File: src/rtl/tdm_pkg.sv
// Shared TDM framing constants and FSM state type, used by both the framer and the receiver.
package tdm_pkg;

   typedef enum logic [1:0] {
      IDLE,
      START,
      RUN
   } state_e;

   localparam int SLOT_W     = 8;
   localparam int NUM_SLOTS  = 32;
   localparam int SLOT_IDX_W = $clog2(NUM_SLOTS);
   localparam int BIT_IDX_W  = $clog2(SLOT_W);

   localparam logic [SLOT_W-1:0] IDLE_BYTE = 8'hFF;
   localparam logic [7:0]        FAS_BYTE  = 8'h1B;

endpackage

File: src/rtl/tdm_shift_out.sv
// Parallel-load, MSB-first output shift register; a load takes priority over a shift.
module tdm_shift_out #(
   parameter int W = 8
) (
   input  logic         clk,
   input  logic         rst,
   input  logic         load_i,
   input  logic         shift_i,
   input  logic [W-1:0] data_i,
   output logic         msb_o
);

   logic [W-1:0] shift_q, shift_d;

   always_comb begin
      shift_d = shift_q;
      if (load_i) begin
         shift_d = data_i;
      end else if (shift_i) begin
         shift_d = {shift_q[W-2:0], 1'b0};
      end
   end

   always_ff @(posedge clk or negedge rst) begin
      if (!rst) begin
         shift_q <= '0;
      end else begin
         shift_q <= shift_d;
      end
   end

   assign msb_o = shift_q[W-1];

endmodule

File: src/rtl/tdm_framer.sv
// TDM transmit framer: bytes in over valid/ready, serial MSB-first out with a frame sync pulse.
// Optional frame-alignment byte in slot 0 is enabled by defining TDM_FRAMER_FAS_EN.
module tdm_framer #(
   parameter int                NUM_SLOTS = tdm_pkg::NUM_SLOTS,
   parameter int                SLOT_W    = tdm_pkg::SLOT_W,
   parameter logic [SLOT_W-1:0] IDLE_BYTE = tdm_pkg::IDLE_BYTE
) (
   input  logic                         clk,
   input  logic                         rst,
   input  logic                         enable,
   input  logic [SLOT_W-1:0]            in_data,
   input  logic                         in_valid,
   output logic                         in_ready,
   output logic                         bstream,
   output logic                         sync,
   output logic [$clog2(NUM_SLOTS)-1:0] slot_num,
   output logic                         underrun
);

   import tdm_pkg::*;

   localparam int SIW = $clog2(NUM_SLOTS);
   localparam int BIW = $clog2(SLOT_W);
   localparam logic [SIW-1:0] LAST_SLOT = SIW'(NUM_SLOTS - 1);
   localparam logic [BIW-1:0] LAST_BIT  = BIW'(SLOT_W - 1);

   state_e            state_q, state_d;
   logic [BIW-1:0]    bit_cnt_q, bit_cnt_d;
   logic [SIW-1:0]    slot_cnt_q, slot_cnt_d;
   logic [SLOT_W-1:0] hold_q, hold_d;
   logic              hold_full_q, hold_full_d;
   logic              load, shift_en, last_bit, last_slot;
   logic              fas_load, data_load, xfer, shift_msb;
   logic [SLOT_W-1:0] load_data;

   assign last_bit  = (bit_cnt_q == LAST_BIT);
   assign last_slot = (slot_cnt_q == LAST_SLOT);

   // The frame ends on the last bit; a low enable there parks the FSM without reloading.
   always_comb begin
      state_d    = state_q;
      bit_cnt_d  = bit_cnt_q;
      slot_cnt_d = slot_cnt_q;
      load       = 1'b0;
      shift_en   = 1'b0;
      sync       = 1'b0;
      unique case (state_q)
         IDLE: begin
            if (enable) begin
               state_d = START;
            end
         end
         START: begin
            sync       = 1'b1;
            load       = 1'b1;
            bit_cnt_d  = '0;
            slot_cnt_d = '0;
            state_d    = RUN;
         end
         RUN: begin
            shift_en  = 1'b1;
            bit_cnt_d = bit_cnt_q + 1'b1;
            if (last_bit) begin
               slot_cnt_d = slot_cnt_q + 1'b1;
               load       = 1'b1;
               if (last_slot) begin
                  sync = 1'b1;
                  if (!enable) begin
                     load    = 1'b0;
                     state_d = IDLE;
                  end
               end
            end
         end
         default: state_d = IDLE;
      endcase
   end

`ifdef TDM_FRAMER_FAS_EN
   localparam logic [SLOT_W-1:0] FAS_WORD = SLOT_W'(FAS_BYTE);
   assign fas_load = load & ((state_q == START) | (last_bit & last_slot));
`else
   assign fas_load = 1'b0;
`endif

   assign data_load = load & ~fas_load;
   assign underrun  = data_load & ~hold_full_q;
   assign in_ready  = ~fas_load & (~hold_full_q | load);
   assign xfer      = in_valid & in_ready;

   // A transfer in a load cycle refills hold while the old byte moves into the shifter.
   always_comb begin
      load_data   = hold_full_q ? hold_q : IDLE_BYTE;
`ifdef TDM_FRAMER_FAS_EN
      if (fas_load) begin
         load_data = FAS_WORD;
      end
`endif
      hold_d      = hold_q;
      hold_full_d = hold_full_q;
      if (data_load) begin
         hold_full_d = 1'b0;
      end
      if (xfer) begin
         hold_d      = in_data;
         hold_full_d = 1'b1;
      end
   end

   always_ff @(posedge clk or negedge rst) begin
      if (!rst) begin
         state_q     <= IDLE;
         bit_cnt_q   <= '0;
         slot_cnt_q  <= '0;
         hold_q      <= '0;
         hold_full_q <= 1'b0;
      end else begin
         state_q     <= state_d;
         bit_cnt_q   <= bit_cnt_d;
         slot_cnt_q  <= slot_cnt_d;
         hold_q      <= hold_d;
         hold_full_q <= hold_full_d;
      end
   end

   tdm_shift_out #(
      .W (SLOT_W)
   ) u_shift (
      .clk     (clk),
      .rst     (rst),
      .load_i  (load),
      .shift_i (shift_en),
      .data_i  (load_data),
      .msb_o   (shift_msb)
   );

   assign bstream  = (state_q == RUN) & shift_msb;
   assign slot_num = slot_cnt_q;

endmodule

File: config.mk
export PLATFORM = sky130hd
export DESIGN_NAME = tdm_framer
export DESIGN_NICKNAME = d
export VERILOG_FILES = /design/src/rtl/tdm_pkg.sv /design/src/rtl/tdm_shift_out.sv /design/src/rtl/tdm_framer.sv
export SDC_FILE = /design/constraint.sdc
export NUM_CORES = 1
export LEC_CHECK = 0
export ABC_CLOCK_PERIOD_IN_PS = 4040
export BUFFER_PORTS_ARGS = -buffer_cell sky130_fd_sc_hd__clkbuf_2
export CELL_PAD_IN_SITES_DETAIL_PLACEMENT = 0
export CELL_PAD_IN_SITES_GLOBAL_PLACEMENT = 1
export CORE_MARGIN = 3
export CORE_UTILIZATION = 47
export CTS_CLUSTER_DIAMETER = 150
export DETAILED_ROUTE_END_ITERATION = 10
export MAX_ROUTING_LAYER = met4
export PLACE_DENSITY_LB_ADDON = 0.1
export SETUP_SLACK_MARGIN = 0.3
export SYNTH_ARGS = -nofsm -noshare
export SYNTH_HDL_FRONTEND = slang
export SYNTH_SLANG_ARGS = --single-unit
File: constraint.sdc
create_clock -name clk -period 4.04 [get_ports clk]
set_input_delay 0.606 -clock clk [delete_from_list [all_inputs] [get_ports clk]]
set_output_delay 0.606 -clock clk [all_outputs]
set_load 0.05 [all_outputs]
## Word level (Yosys, flattened, before mapping)

Index checks and enable logic that the tools add are counted.

| cells by class | value |
|---|---|
| $add $sub $neg | 2 |
| eq/ne operators | 8 |
| multiplexer cells | 21 |
| bitwise operators | 5 |
| reduce and logical (&&, ||, !) cells | 6 |

Operator list:

| kind | count |
|---|---|
| 8-bit two-way mux | 3 |
| 5-bit one-hot mux with 2 select lines | 1 |
| 1-bit two-way mux | 8 |
| 2-bit two-way mux | 4 |
| 2-bit != test, second input constant | 4 |
| 2-bit one-hot mux with 3 select lines | 1 |
| 3-bit one-hot mux with 2 select lines | 1 |
| 2-bit nonzero test | 3 |
| 5-bit by 1-bit adder with 5-bit output, second input constant | 1 |
| 5-bit == test, second input constant | 1 |
| 5-bit two-way mux | 1 |
| 1-bit one-hot mux with 2 select lines | 2 |
| 4-bit AND reduction | 1 |
| 3-bit by 1-bit adder with 3-bit output, second input constant | 1 |
| 1-bit bitwise AND | 3 |
| 3-bit == test, second input constant | 1 |
| 2-bit by 1-bit == test with 1-bit output, second input constant | 1 |
| 2-bit == test, second input constant | 1 |
| 2-bit logical NOT | 1 |
| 2-bit AND reduction | 1 |
| 1-bit inverter | 1 |
| 1-bit OR | 1 |

| storage, ports and cells | value |
|---|---|
| register bits after elaboration | 27 |
| input port bits | 12 |
| output and inout bits | 9 |
| logic and storage cells | 48 |

## Depth between registers and ports, before layout

| logic depth | value |
|---|---|
| depth in word-level cells | 7 |
| mapped depth | 7 |
| gate-level depth less buffers | 6 |

## Hierarchy

Synthesis repeated with hierarchy kept, for this count alone.

| second synthesis, totals | value |
|---|---|
| cells, all modules | 161 |
| area, all modules | 1590.3 µm² |

Modules (own cells, without submodules):

| module | instances | cells an instance | area an instance (µm²) |
|---|---|---|---|
| tdm_framer | 1 | 127 | 1221.2 |
| tdm_shift_out | 1 | 34 | 369.1 |

## Worst setup path after synthesis

No wires, ideal clock.

| timing path | value |
|---|---|
| path kind | reg-to-output |
| from | register slot_cnt_q[0] (netlist: slot_num[0]) |
| to | output port in_ready |
| arrival | 2.746 ns |
| data required time | 3.434 ns |
| path slack | 0.688 ns |
| cell stages (with the launch flop) | 8 |
| path buffers | 1 |
| path through | dfrtp_1 > ha_1 > and3_1 > ha_1 > nand2b_1 > clkbuf_2 > a21oi_1 > o21ai_0 |

| between the ends | value |
|---|---|
| longest elaborated chain between the ends | 5 |

Ends and longest elaborated chain:

| what | line | source |
|---|---|---|
| start, declared | tdm_framer.sv:29 | `logic [SIW-1:0] slot_cnt_q, slot_cnt_d;` |
| start signal, assigned | tdm_framer.sv:120 | `slot_cnt_q <= slot_cnt_d;` |
| 5-bit == test | tdm_framer.sv:37 | `assign last_slot = (slot_cnt_q == LAST_SLOT);` |
| 1-bit two-way mux | tdm_framer.sv:66 | `if (last_slot) begin` |
| 1-bit two-way mux | tdm_framer.sv:63 | `if (last_bit) begin` |
| 1-bit one-hot mux with 2 select lines | tdm_framer.sv:47 | `unique case (state_q)` |
| 1-bit OR | tdm_framer.sv:88 | `assign in_ready = ~fas_load & (~hold_full_q \| load);` |
| end, declared | tdm_framer.sv:13 | `output logic in_ready,` |

No other way between the ends.

## Final worst setup path

| timing path | value |
|---|---|
| from | register state_q[1] |
| to | output port in_ready |

| between the ends | value |
|---|---|
| longest elaborated chain between the ends | 3 |

Ends and longest elaborated chain:

| what | line | source |
|---|---|---|
| start, declared | tdm_framer.sv:27 | `state_e state_q, state_d;` |
| start signal, assigned | tdm_framer.sv:118 | `state_q <= state_d;` |
| 2-bit == test or 2-bit by 1-bit == test with 1-bit output (tied branches) | tdm_framer.sv:47 |  |
| 1-bit one-hot mux with 2 select lines * | tdm_framer.sv:47 |  |
| 1-bit OR * | tdm_framer.sv:88 |  |

Mark *: on every way between the ends. The rest lies on a longest branch, timed or not.

==> run metrics <==
initial antenna violation count=0; slew at the pin closest to its max-slew limit=705 ps; global-route usage over all layers=0.195; WS Path Type=reg -> out; fillcell total=285; drt wl/cell=16.2 µm; Syn Nets=177; layout cells sized above 1=0.164; Power Density=about 680 nW/µm²; die area=4080 µm²; Post-Place Worst Slack=1300 ps; ys async rst share=1.00; top cell type's share of synthesized area=0.429; Initial Utilization=0.504; maximum number of pins on one net before global-route repair=28; Final Hold Fails=0; antenna viol nets, final=0; root buf cell=clkbuf_4; Post-Syn Area=1580 µm²; min-delay worst type=in -> async; CP required=3430 ps; RSZ-0062 raised after global routing=false; IO Pins=21; top-count cell post-synth=dfrtp_1; worst path cell trace=inv_1 > ha_1 > inv_1 > o21ai_0 > clkbuf_2; CP arrival=2570 ps; CTS tree=yes; number of synthesized register bits=27; utilization after layout=0.545; # Max-Cap Violations=0; Final Slew Violations=0; CP peak stage delay=710 ps; cells after synthesis=158; Reg2Reg Depth=6; Sum Neg Setup Slack=0 ps; detailed-placement wirelength estimate=2440 µm; Levels on crit path=5; DP Cell Count=211; Layout Cells excl Fill=215; Area after DPL=~1700 µm²; Max FO, Critical Path=23; Die W=about 64 µm; hold slack=272 ps; Yosys warning count=0; CORE AREA=3130 µm²; PnR Total Power=1.16 mW; Setup Fix Bufs, Post-CTS=0; Crit path top cell by count=inv_1; Post-synth EDFFs=0; Hold Buf Count CTS=0; first-pass GRT wire length=6180 µm; CTS buffer count=3; Final setup viols=0; H-tree depth=1; Slew HR=0.529; placer congestion estimate=slightly below 0.8; CTS sink count=27; IO Port Bufs=20; Synth area leaders=dfrtp_1, ha_1, a221o_1; synth cell count leaders=dfrtp_1, nand3_1, inv_1; area delta synth->final=8.26%; CP startpoint kind=flop; via/cell ratio=5.94; number of DRC markers in iteration 0=75; DR DRC count=0; run status=finished clean; minimum clock period=3180 ps; Final Cycle Share=0.786; nets=191; Crit. End Element=primary output; Std-Cell Rows=20; syn_area_per_cell=9.97 µm²; Top Family by Delay on Critical Path=buffers and inverters; biggest area consumer among synthesized cells=dfrtp_1; sequential area share after synthesis=0.429; final instance area=1710 µm²; insertion delay to the later sink of the worst-skew pair=340 ps; final wirelength=3480 µm; fmax=around 310 MHz; CTS clk-pin slew, worst paths=140 ps; maximum VDD drop=0.375 mV; slowest stage cell, crit path=ha_1; final worst clock skew=2.27 ps; Inserted Diodes=0; top_reg_cell synth=dfrtp_1; Clock Tree Buf Depth=2; Synth cell types=36; via count=1277; CTS resizes=0; Pleak=between 0.7 and 0.8 nW; DRT Pass-1 Iters=5; total grt overflow=0; final setup margin=864 ps; CP bufs+invs=3; DIE HEIGHT=63.9 µm; vias in the first global route=around 1300
-- placed cells by master, fill, tap and decap left out, types with 4 or more instances in the layout --
| master | netlist | layout |
|---|---|---|
| inv_1 | 10 | 10 |
| dfrtp_1 | 27 | 27 |
| ha_1 | 7 | 7 |
| nand2_1 | 5 | 5 |
| nand3_1 | 11 | 11 |
| a21boi_0 | 9 | 9 |
| clkbuf_2 | 1 | 20 |
| o21ai_0 | 9 | 9 |
| nand2b_1 | 9 | 9 |
| nand4_1 | 9 | 9 |
| a221o_1 | 8 | 8 |
| a21oi_1 | 4 | 4 |
| a22oi_1 | 7 | 7 |
| o211ai_1 | 7 | 7 |
-- worst paths after layout --
| kind | end | start | slack (ps) |
|---|---|---|---|
| hold / removal | slot_num[2] | rst | 270 |
| setup / recovery | in_ready | state_q[1] | 860 |
| max in group asynchronous | slot_num[4] | rst | 3340 |
| setup reg to reg | hold_q[3] | slot_num[0] | 1670 |
| hold reg to reg | bit_cnt_q[0] | bit_cnt_q[0] | 510 |
| min in group clk | hold_q[4] | in_data[4] | 480 |
-- final cells by class --
| type | instances | area [µm²] | area share |
|---|---|---|---|
| Tap cell | 44 | 55.1 | 0.0323 |
| Sequential cell | 27 | 676 | 0.396 |
| Multi-Input combinational cell | 109 | 803 | 0.471 |
| Clock buffer | 4 | 26.3 | 0.0154 |
| Inverter | 10 | 37.5 | 0.0220 |
| Timing Repair Buffer | 21 | 108 | 0.0631 |
-- per-layer routing --
layer / share of wire / global-route usage / vias up
met5: 0 / - / -
met4: 0.015 / 0.0728 / 0
met3: 0.034 / 0.0228 / 5
met2: 0.48 / 0.310 / 26
met1: 0.47 / 0.257 / 626
li1: - / - / 620
-- flip-flops by register name, indices dropped and copies added (netlist names) --
signal,cells
bit_cnt_q,3
state_q,2
slot_num,5
u_shift.shift_q,8
hold_full_q,1
hold_q,8
-- logic make-up (layout without fill, tap and decap cells) --
kind of cell	after synthesis	count (layout)	synth area share
adders and majority gates	7	7	0.0556
AOI/OAI and AO/OA	53	53	0.267
and+or+nand+nor	46	46	0.168
DFF	27	27	0.429
muxes	3	3	0.0199
buffers and inverters	22	35	0.0612
-- where the power goes --
group,internal (mW),switching [mW],total (mW)
Clock,0.0389,0.0841,0.123
Combinational,0.231,0.395,0.626
Sequential,0.352,0.0583,0.410
Total,0.621,0.537,1.16
Power figures use the tool's default switching activity.
